File: src/rtl/ifetch_sequencer.sv
// Instruction fetch sequencer: walks a byte PC through a word-addressed ROM and
// buffers {pc, word} pairs in a 2-entry FIFO, with redirect flush and a sticky fault state.
module ifetch_sequencer #(
  parameter logic [7:0] RESET_PC = 8'h00
) (
  input  logic        clk,
  input  logic        rst_n,
  input  logic        run,
  input  logic        redirect_valid,
  input  logic [7:0]  redirect_pc,
  output logic [5:0]  rom_addr,
  input  logic [31:0] rom_data,
  output logic        inst_valid,
  input  logic        inst_ready,
  output logic [31:0] inst_data,
  output logic [7:0]  inst_pc,
  output logic        fault
);

  typedef enum logic [1:0] {
    ST_IDLE  = 2'd0,
    ST_FETCH = 2'd1,
    ST_FAULT = 2'd2
  } state_t;

  state_t      r_state;
  state_t      w_state_nxt;
  logic [7:0]  r_pc;
  logic [1:0]  r_cnt;
  logic        r_fault;
  logic [7:0]  r_e0_pc;
  logic [31:0] r_e0_data;
  logic [7:0]  r_e1_pc;
  logic [31:0] r_e1_data;

  logic w_pop;
  logic w_issue;
  logic w_redir_ok;
  logic w_redir_bad;
  logic w_flush;

  assign rom_addr   = r_pc[7:2];
  assign inst_valid = (r_cnt != 2'd0) && (r_state != ST_FAULT);
  assign inst_data  = r_e0_data;
  assign inst_pc    = r_e0_pc;
  assign fault      = r_fault;

  // Redirect decode, issue qualification and next-state selection
  always_comb begin
    w_pop       = inst_valid && inst_ready;
    w_redir_ok  = 1'b0;
    w_redir_bad = 1'b0;
    if (redirect_valid && (r_state != ST_FAULT)) begin
      w_redir_ok  = (redirect_pc[1:0] == 2'b00);
      w_redir_bad = (redirect_pc[1:0] != 2'b00);
    end else begin
      w_redir_ok  = 1'b0;
      w_redir_bad = 1'b0;
    end
    w_flush = w_redir_ok || w_redir_bad;
    w_issue = (r_state == ST_FETCH) && ((r_cnt != 2'd2) || w_pop) && !redirect_valid;

    w_state_nxt = r_state;
    case (r_state)
      ST_IDLE: begin
        if (w_redir_bad)      w_state_nxt = ST_FAULT;
        else if (w_redir_ok)  w_state_nxt = ST_IDLE;
        else if (run)         w_state_nxt = ST_FETCH;
        else                  w_state_nxt = ST_IDLE;
      end
      ST_FETCH: begin
        if (w_redir_bad)      w_state_nxt = ST_FAULT;
        else if (w_redir_ok)  w_state_nxt = ST_FETCH;
        else if (!run)        w_state_nxt = ST_IDLE;
        else                  w_state_nxt = ST_FETCH;
      end
      ST_FAULT: w_state_nxt = ST_FAULT;
      default:  w_state_nxt = ST_IDLE;
    endcase
  end

  // State, PC and fault registers
  always_ff @(posedge clk or negedge rst_n) begin
    if (!rst_n) begin
      r_state <= ST_IDLE;
      r_pc    <= RESET_PC;
      r_fault <= 1'b0;
    end else begin
      r_state <= w_state_nxt;
      if (w_redir_ok)   r_pc <= redirect_pc;
      else if (w_issue) r_pc <= r_pc + 8'd4;
      if (w_redir_bad)  r_fault <= 1'b1;
    end
  end

  // FIFO storage: entry 0 is always the head so the outputs come straight from flops
  always_ff @(posedge clk or negedge rst_n) begin
    if (!rst_n) begin
      r_cnt     <= 2'd0;
      r_e0_pc   <= 8'h00;
      r_e0_data <= 32'h0000_0000;
      r_e1_pc   <= 8'h00;
      r_e1_data <= 32'h0000_0000;
    end else if (w_flush) begin
      r_cnt <= 2'd0;
    end else begin
      case ({w_issue, w_pop})
        2'b10: begin
          if (r_cnt == 2'd0) begin
            r_e0_pc   <= r_pc;
            r_e0_data <= rom_data;
          end else begin
            r_e1_pc   <= r_pc;
            r_e1_data <= rom_data;
          end
          r_cnt <= r_cnt + 2'd1;
        end
        2'b01: begin
          r_e0_pc   <= r_e1_pc;
          r_e0_data <= r_e1_data;
          r_cnt     <= r_cnt - 2'd1;
        end
        2'b11: begin
          if (r_cnt == 2'd1) begin
            r_e0_pc   <= r_pc;
            r_e0_data <= rom_data;
          end else begin
            r_e0_pc   <= r_e1_pc;
            r_e0_data <= r_e1_data;
            r_e1_pc   <= r_pc;
            r_e1_data <= rom_data;
          end
        end
        default: r_cnt <= r_cnt;
      endcase
    end
  end

endmodule

File: config.mk
export PLATFORM = sky130hd
export DESIGN_NAME = ifetch_sequencer
export DESIGN_NICKNAME = d
export VERILOG_FILES = /design/src/rtl/ifetch_sequencer.sv
export SDC_FILE = /design/constraint.sdc
export NUM_CORES = 1
export LEC_CHECK = 0
export ABC_CLOCK_PERIOD_IN_PS = 5200
export CORE_MARGIN = 8
export CORE_UTILIZATION = 50
export DETAILED_ROUTE_END_ITERATION = 10
export HOLD_SLACK_MARGIN = 0.05
export PLACE_DENSITY = 0.78
export SKIP_LAST_GASP = 1
export SLEW_MARGIN = 30
export SYNTH_ARGS = -nofsm -noshare
export SYNTH_HDL_FRONTEND = slang
export SYNTH_SLANG_ARGS = --single-unit
File: constraint.sdc
create_clock -name clk -period 5.2 [get_ports clk]
set_clock_uncertainty 0.15 [all_clocks]
set_input_delay 0.78 -clock clk [delete_from_list [all_inputs] [get_ports clk]]
set_output_delay 0.78 -clock clk [all_outputs]
set_load 0.03 [all_outputs]
## Word level (Yosys, flattened, before mapping)

Index checks and enable logic that the tools add are counted.

- $add $sub $neg: 3
- Eq/ne operators: 11
- Mux-type cells: 24
- Bitwise logic cells: 1
- Reduce and logical (&&, ||, !) cells: 19

Operators with widths:

| kind | number |
|---|---|
| two-way mux 32 bit | 4 |
| case mux 32 bit (3 select lines) | 1 |
| case mux 32 bit (2 select lines) | 1 |
| two-way mux 8 bit | 6 |
| case mux 8 bit (3 select lines) | 1 |
| case mux 8 bit (2 select lines) | 1 |
| inequality test 2 bit (second input constant) | 5 |
| adder 8 x 3 -> 8 bit (second input constant) | 1 |
| nonzero test 2 bit | 4 |
| == test 2 x 1 -> 1 bit (second input constant) | 3 |
| == test 2 bit (second input constant) | 3 |
| zero test 2 bit | 3 |
| two-way mux 2 bit | 3 |
| case mux 2 bit (3 select lines) | 1 |
| nonzero test 3 bit | 2 |
| logical AND 1 bit | 5 |
| two-way mux 1 bit | 5 |
| case mux 2 bit (2 select lines) | 1 |
| AND reduction 4 bit | 1 |
| AND reduction 3 bit | 1 |
| adder 2 x 1 -> 2 bit (second input constant) | 1 |
| logical OR 1 bit | 2 |
| subtractor 2 x 1 -> 2 bit (second input constant) | 1 |
| zero test 1 bit | 1 |
| inverter 1 bit | 1 |

- Register bits after elaboration: 93
- Bits of input ports: 45
- Output and inout bits: 48

## Longest topological paths before layout

Gate-level depths: netlist of the first run.

- Word-level depth: 9
- Depth in mapped cells: 8

## Least setup slack after synthesis of the first run

Ideal clock, no wire load.

- Path type: input-to-reg
- Start point: input redirect_valid
- End point: register r_e0_data[0], in the netlist inst_data[0]
- Data arrival time: 2236 ps
- Slack: 2689 ps
- Stages: 6
- Buffers on the path: 2
- Path through: buf_6 > or3b_4 > o211a_4 > buf_6 > mux2_4 > mux2_4

- Longest elaborated chain between the ends: 5

Ends and longest elaborated chain:

| item | line | text |
|---|---|---|
| start, declared | 9 | `input logic redirect_valid,` |
| zero test 1 bit or logical AND 1 bit (tied branches) | 61, 53 |  |
| logical AND 1 bit or two-way mux 1 bit (tied branches) | 61, 53 |  |
| == test 2 bit, or another cell as far along | 107 | `case ({w_issue, w_pop})` |
| inequality test 2 bit (no line), or another cell as far along | n/a |  |
| AND reduction 3 bit (no line) | n/a |  |
| end signal, assigned | 111 | `r_e0_data <= rom_data;` |
| end signal, assigned | 120 | `r_e0_data <= r_e1_data;` |
| end signal, assigned | 126 | `r_e0_data <= rom_data;` |
| end, declared | 32 | `logic [31:0] r_e0_data;` |

Several ways; a longest one is shown, not always the timed one.
A chain may end at the register's enable or synchronous reset.

## Worst setup path after layout of the first run

- Start point: input inst_ready
- End point: register r_e0_data[30], in the netlist inst_data[30]

- Longest elaborated chain between the ends: 7

Ends and longest elaborated chain:

| item | line | text |
|---|---|---|
| start, declared | 14 | `input logic inst_ready,` |
| logical AND 1 bit * | 50 | `w_pop = inst_valid && inst_ready;` |
| logical OR 1 bit | 61 | `w_issue = (r_state == ST_FETCH) && ((r_cnt != 2'd2) \|\| w_pop) && !redirect_valid;` |
| logical AND 1 bit (2 in a row) | 61 |  |
| == test 2 bit or == test 2 x 1 -> 1 bit (tied branches) | 107 |  |
| inequality test 2 bit (no line) or nonzero test 3 bit (tied branches) | n/a |  |
| AND reduction 3 bit (no line) | n/a |  |

Every way passes the cells marked *; elsewhere a longest branch is shown, timed or not.

==> impl_metrics.py, run 1 <==
metrics = {
    "outcome": {
        "status": "completed",
    },
    "cts": {
        "postCtsHoldBufs": 0,
        "ctsRootBufferMaster": "sky130_fd_sc_hd__clkbuf_8",
        "clkTransAtPathRegs_ps": 90,
        "clkLatencyLatePin_ps": 360,
        "tritoncts": "done",
        "clock_sink_count": 93,
        "tritoncts_buffers": 9,
        "cts_resized": 0,
        "cts-root-to-sink-buffers": 2,
        "cts_setup_buffers": 0,
        "max_h_tree_level": 3,
    },
    "global_routing": {
        "grt_start_max_net_pins": 53,
        "grt_util_met2": 0.254,
        "grt_most_used_layer": "met2",
        "grt.overflow.total": 0,
        "grt_antenna_before_repair": 0,
        "groute.layer.met1.usage": 0.167,
        "gr-usage-met3": 0.0379,
        "first_global_vias": 2877,
        "grt_pass1_wl_mm": 14.6,
        "gr-usage-all-layers": 0.146,
    },
    "setup_path": {
        "worst-setup-path-type": "input port to flop",
        "critical_path.endpoint_type": "flop",
        "timing.critical_path.arrival_ps": 3220,
        "crit_path_start_kind": "input port",
        "path_max_fanout": 29,
        "worst_ep_required_time_ps": 5290,
        "r2r_slack_ps": 2320,
    },
    "placed_design": {
        "post-dp-hpwl_mm": 6.22,
        "dp_worst_slack_ps": 1700,
        "placer_congestion": 0.833,
        "port-buffer-count": 92,
        "place_inst": 491,
    },
    "timing": {
        "slew_at_the_pin_with_the_worst_max_slew_slack_ps": 846,
        "finalWorstSetupSlack_ps": 2070,
        "setup_violations": 0,
        "layout_min_cycle_time_ps": 3130,
        "grt_setup_unrepaired": "no",
        "slew_headroom": 0.436,
        "period_share": 0.601,
        "timing_hold_violations_final": 0,
        "setup_tns_ps": 0,
        "timing_max_transition_violations_final": 0,
        "fmax_mhz": 320,
    },
    "floorplan": {
        "die-height_um": 112,
        "design.portCount": 93,
        "core.rowCount": 35,
        "core_region_area_um2": 9060,
        "design.die.area_um2": 12500,
        "start_util": 0.507,
        "die_w_um": 112,
    },
    "final_layout": {
        "most_common_cell_after_layout_fill_and_taps_aside": "sky130_fd_sc_hd__dfrtp_1",
        "utilization": 0.633,
        "layoutNonFillerInstCount": 507,
        "area_delta_synth_final_pct": 24.9,
        "antenna_cells_inserted": 0,
        "post_route_cells_drive_above_1_share": 0.371,
        "fin_nets": 440,
        "most-common-layout-cells": "sky130_fd_sc_hd__dfrtp_1, sky130_fd_sc_hd__clkdlybuf4s50_1, sky130_fd_sc_hd__mux2_4",
    },
    "yosys": {
        "netlist.top_cell.by_area": "sky130_fd_sc_hd__dfrtp_1",
        "async_set_or_reset_flop_fraction_in_the_synthesized_netlist": 1.00,
        "mappedNetlistArea_um2": 4590,
        "synth_cells": 307,
        "postSynthAreaPerCell_um2": 15.0,
        "ys_seq_area_frac": 0.507,
        "ys_types": 29,
        "synth_fp_nets": 356,
        "yosys_warnings": 0,
        "synth_enable_flop_cells": 0,
        "post_synth_main_area_contributors": "sky130_fd_sc_hd__dfrtp_1, sky130_fd_sc_hd__mux2_4, sky130_fd_sc_hd__mux2_2",
        "synth-seq-cells": 93,
        "yosys_most_used_dff": "sky130_fd_sc_hd__dfrtp_1",
        "area_share_of_the_largest_cell_type_after_synthesis": 0.507,
    },
    "routing": {
        "ant_nets": 0,
        "drt_drc_violations_left": 0,
        "vias_per_cell": 5.32,
        "detail_route.wl_per_cell_um": 17.9,
        "drt-initial-drc-count": 79,
        "wirelength_mm": 9.06,
        "drt_pre_antenna_iters": 4,
        "routed-via-count": 2697,
    },
    "pwr": {
        "leakage_nw": 2.60,
        "ir_worst_vdd_mv": 0.354,
        "power_density_nw_per_um2": 555,
        "design_power_total_mw": 3.18,
    },
    "flow_run": {
        "cap_viol_max_count": 0,
    },
    "worst_hold_path": {
        "path_class_of_the_lowest_slack_min_delay_path": "input port to async pin",
    },
}
==> power by group <==
group | switching [mW] | leakage (nW) | internal, mW | total [mW]
combinational | 0.698 | 1.32 | 0.806 | 1.50
sequential | 0.203 | 1.19 | 1.02 | 1.23
clock | 0.271 | 0.0923 | 0.181 | 0.452
==> layer usage <==
metal | wire, um | vias up
met5 | 0 | -
met4 | 124 | 0
met3 | 417 | 10
met2 | 4680 | 56
met1 | 3840 | 1379
li1 | - | 1252
==> flip-flops by register name (all words and copies together), names as in the netlist <==
register	cells
fault	1
r_cnt	2
inst_pc	8
r_pc	8
r_e1_pc	8
r_e1_data	32
inst_data	32
r_state	2
==> synthesized netlist by cell type, drive strengths merged, types with 3 or more instances <==
master and count:
a211oi 4, a21oi 12, buf 15, clkbuf 8
dfrtp 93, ha 4, inv 5, mux2 121
nand2 3, nand2b 4, nand3 5, nor2 10
o21ai 4, xnor2 5
==> cell families after synthesis <==
logic type	count (synthesis)	synth area share
muxes	122	0.364
DFF	93	0.507
buffers and inverters	28	0.0371
and+or+nand+nor	28	0.0316
AOI/OAI and AO/OA	27	0.0398
xor gates and xnor gates	5	0.00954
adders and majority gates	4	0.0109
==> stage by stage <==
| step | area (um2) | hold WS [ps] |
|---|---|---|
| after floorplan | 4590 | 316 |
| after global placement | 5550 | 313 |
| after detailed placement | 5560 | 311 |
| after CTS | 5740 | 256 |
| after global routing | 5740 | 272 |
| final | 5740 | 251 |
==> worst paths after layout <==
| kind | from | end | cells past startpoint |
|---|---|---|---|
| min in group clk | fault$_DFFE_PN0P_ | fault$_DFFE_PN0P_ | 1 |
| max in group asynchronous | rst_n | r_e1_pc[5]$_DFFE_PN0P_ | 2 |
| worst max register to register | r_cnt[0]$_DFFE_PN0P_ | inst_data[30]$_DFFE_PN0P_ | 7 |
| worst min-delay path | rst_n | r_pc[2]$_DFFE_PN0P_ | 1 |
| worst max-delay path | inst_ready | inst_data[30]$_DFFE_PN0P_ | 6 |
| worst min register to register | fault$_DFFE_PN0P_ | fault$_DFFE_PN0P_ | 1 |
==> final cells by class <==
cell class              instances  area (um2)
clock buffers                   9         124
well taps                     111         139
clock inverters                 7        55.1
multi-input cells             186        2120
inverters                       5        18.8
repair buffers                 96         952
fillers                       703        3330
flip-flops and latches         93        2330
==> critical path, stage by stage <==
cell	delay [ps]
sky130_fd_sc_hd__clkdlybuf4s50_1	540
sky130_fd_sc_hd__nor2b_1	350
sky130_fd_sc_hd__a21oi_1	170
sky130_fd_sc_hd__nor2_4	440
sky130_fd_sc_hd__buf_4	570
sky130_fd_sc_hd__mux2_4	350
(Power assumes the default switching activity.)
==> inputs of run 2 (changes only) <==
ABC_CLOCK_PERIOD_IN_PS = 2500   (was 5200)
CORE_UTILIZATION = 47   (was 50)
PLACE_DENSITY = 0.77   (was 0.78)
clock period = 2.5 ns   (was 5.2 ns; I/O delays follow)
==> run 2 against run 1 <==
Net effect:
- flip-flop and latch count unchanged
- wire length up 1.1%
- clock power up 140%
- sequential share of layout area down 1.8 points
- total power up 120%
==> impl_metrics.py, run 2 (synthesis gave the netlist of run 1 again) <==
metrics = {
    "outcome": {
        "status": "completed",
    },
    "final_layout": {
        "antenna_cells_inserted": 0,
        "post_route_cells_drive_above_1_share": 0.386,
        "fin_nets": 451,
        "most_common_cell_after_layout_fill_and_taps_aside": "sky130_fd_sc_hd__dfrtp_1",
        "area_delta_synth_final_pct": 30.6,
        "most-common-layout-cells": "sky130_fd_sc_hd__dfrtp_1, sky130_fd_sc_hd__clkdlybuf4s50_1, sky130_fd_sc_hd__mux2_4",
        "layoutNonFillerInstCount": 540,
        "utilization": 0.622,
    },
    "cts": {
        "ctsRootBufferMaster": "sky130_fd_sc_hd__clkbuf_8",
        "clkLatencyLatePin_ps": 350,
        "tritoncts_buffers": 9,
        "max_h_tree_level": 3,
        "cts_setup_buffers": 0,
        "clkTransAtPathRegs_ps": 90,
        "clock_sink_count": 93,
        "cts-root-to-sink-buffers": 2,
        "tritoncts": "done",
    },
    "global_routing": {
        "gr-usage-all-layers": 0.145,
        "grt.overflow.total": 0,
        "first_global_vias": 2931,
        "grt_antenna_before_repair": 0,
        "grt_pass1_wl_mm": 15.1,
        "grt_start_max_net_pins": 41,
    },
    "routing": {
        "ant_nets": 0,
        "drt-initial-drc-count": 82,
        "drt_pre_antenna_iters": 4,
        "vias_per_cell": 5.07,
        "routed-via-count": 2740,
        "drt_drc_violations_left": 0,
        "detail_route.wl_per_cell_um": 17.0,
        "wirelength_mm": 9.16,
    },
    "floorplan": {
        "core.rowCount": 36,
        "die-height_um": 115,
        "design.portCount": 93,
        "start_util": 0.476,
        "die_w_um": 115,
        "core_region_area_um2": 9640,
        "design.die.area_um2": 13200,
    },
    "placed_design": {
        "port-buffer-count": 92,
        "post-dp-hpwl_mm": 6.76,
        "dp_worst_slack_ps": -21.2,
        "place_inst": 523,
        "placer_congestion": 0.725,
    },
    "setup_path": {
        "cpMostUsedCell": "sky130_fd_sc_hd__mux2_4",
        "crit_path_start_kind": "flop",
        "worst_ep_required_time_ps": 2590,
        "path_cells": "inv_1, ha_1, nor2b_1, o211a_4, buf_12, mux2_4, mux2_4",
        "path_max_fanout": 15,
        "max_stage_delay_ps": 440,
        "crit_slowest_cell": "sky130_fd_sc_hd__dfrtp_1",
        "timing.critical_path.arrival_ps": 2350,
        "worst-setup-path-type": "flop to flop",
        "critical_path.endpoint_type": "flop",
    },
    "timing": {
        "setup_violations": 0,
        "hold_ws_ps": 348,
        "period_share": 0.903,
        "finalWorstSetupSlack_ps": 243,
        "layout_min_cycle_time_ps": 2260,
        "grt_setup_unrepaired": "no",
        "slew_headroom": 0.637,
        "fmax_mhz": 443,
        "slew_at_the_pin_with_the_worst_max_slew_slack_ps": 544,
        "timing_hold_violations_final": 0,
        "timing_max_transition_violations_final": 0,
    },
    "pwr": {
        "power_density_nw_per_um2": 1140,
        "leakage_nw": 2.72,
        "design_power_total_mw": 6.86,
        "ir_worst_vdd_mv": 0.462,
    },
    "flow_run": {
        "cap_viol_max_count": 0,
    },
    "worst_hold_path": {
        "path_class_of_the_lowest_slack_min_delay_path": "flop to flop",
    },
}
-- run 2: repair_timing --
action                                 CTS  global route
setup endpoints to repair                1             0
resized for setup                        1             0
hold buffers                             1             0
endpoints found under the hold margin   38             0
-- run 2: where the power goes --
group | switching, mW | internal (mW) | leakage [nW]
Sequential | 0.424 | 2.13 | 1.19
Clock | 0.534 | 0.569 | 0.114
Combinational | 1.46 | 1.74 | 1.41
-- run 2: final timing paths --
path	startpoint	end	slack, ps	cells after the start
setup / recovery	r_cnt[1]$_DFFE_PN0P_	inst_data[21]$_DFFE_PN0P_	240	7
hold / removal	fault$_DFFE_PN0P_	fault$_DFFE_PN0P_	350	1
setup reg to reg	r_cnt[1]$_DFFE_PN0P_	inst_data[21]$_DFFE_PN0P_	240	7
hold reg to reg	fault$_DFFE_PN0P_	fault$_DFFE_PN0P_	350	1
max in group asynchronous	rst_n	r_pc[1]$_DFFE_PN0P_	1090	3
min in group asynchronous	rst_n	r_e1_pc[2]$_DFFE_PN0P_	380	2
-- run 2: layout make-up --
class | count | area, um2
Clock inverter | 7 | 96.3
Multi-Input combinational cell | 186 | 2120
Tap cell | 133 | 166
Clock buffer | 9 | 124
Timing Repair Buffer | 107 | 1140
Inverter | 5 | 18.8
Sequential cell | 93 | 2330
Fill cell | 778 | 3640
-- run 2: critical path: cells and delay by family (launching register included) --
family	cells	cell delay [ps]
mux	2	570
simple gates	1	200
flops	1	440
compound gates	1	260
buf+inv	2	290
fa+ha+maj	1	250
-- run 2: through the flow --
step | TNS, ps | instance area, um2
floorplan | 0 | 4590
global placement | 0 | 5770
global route | 0 | 6000
CTS | 0 | 6000
detailed placement | -222 | 5770
finish | 0 | 6000
-- run 2: routing by layer --
metal	vias to the layer above	track usage	share of wire
li1	1277	-	-
met4	0	0.0420	0.011
met3	10	0.0362	0.048
met5	-	0	0
met2	69	0.251	0.52
met1	1384	0.174	0.42
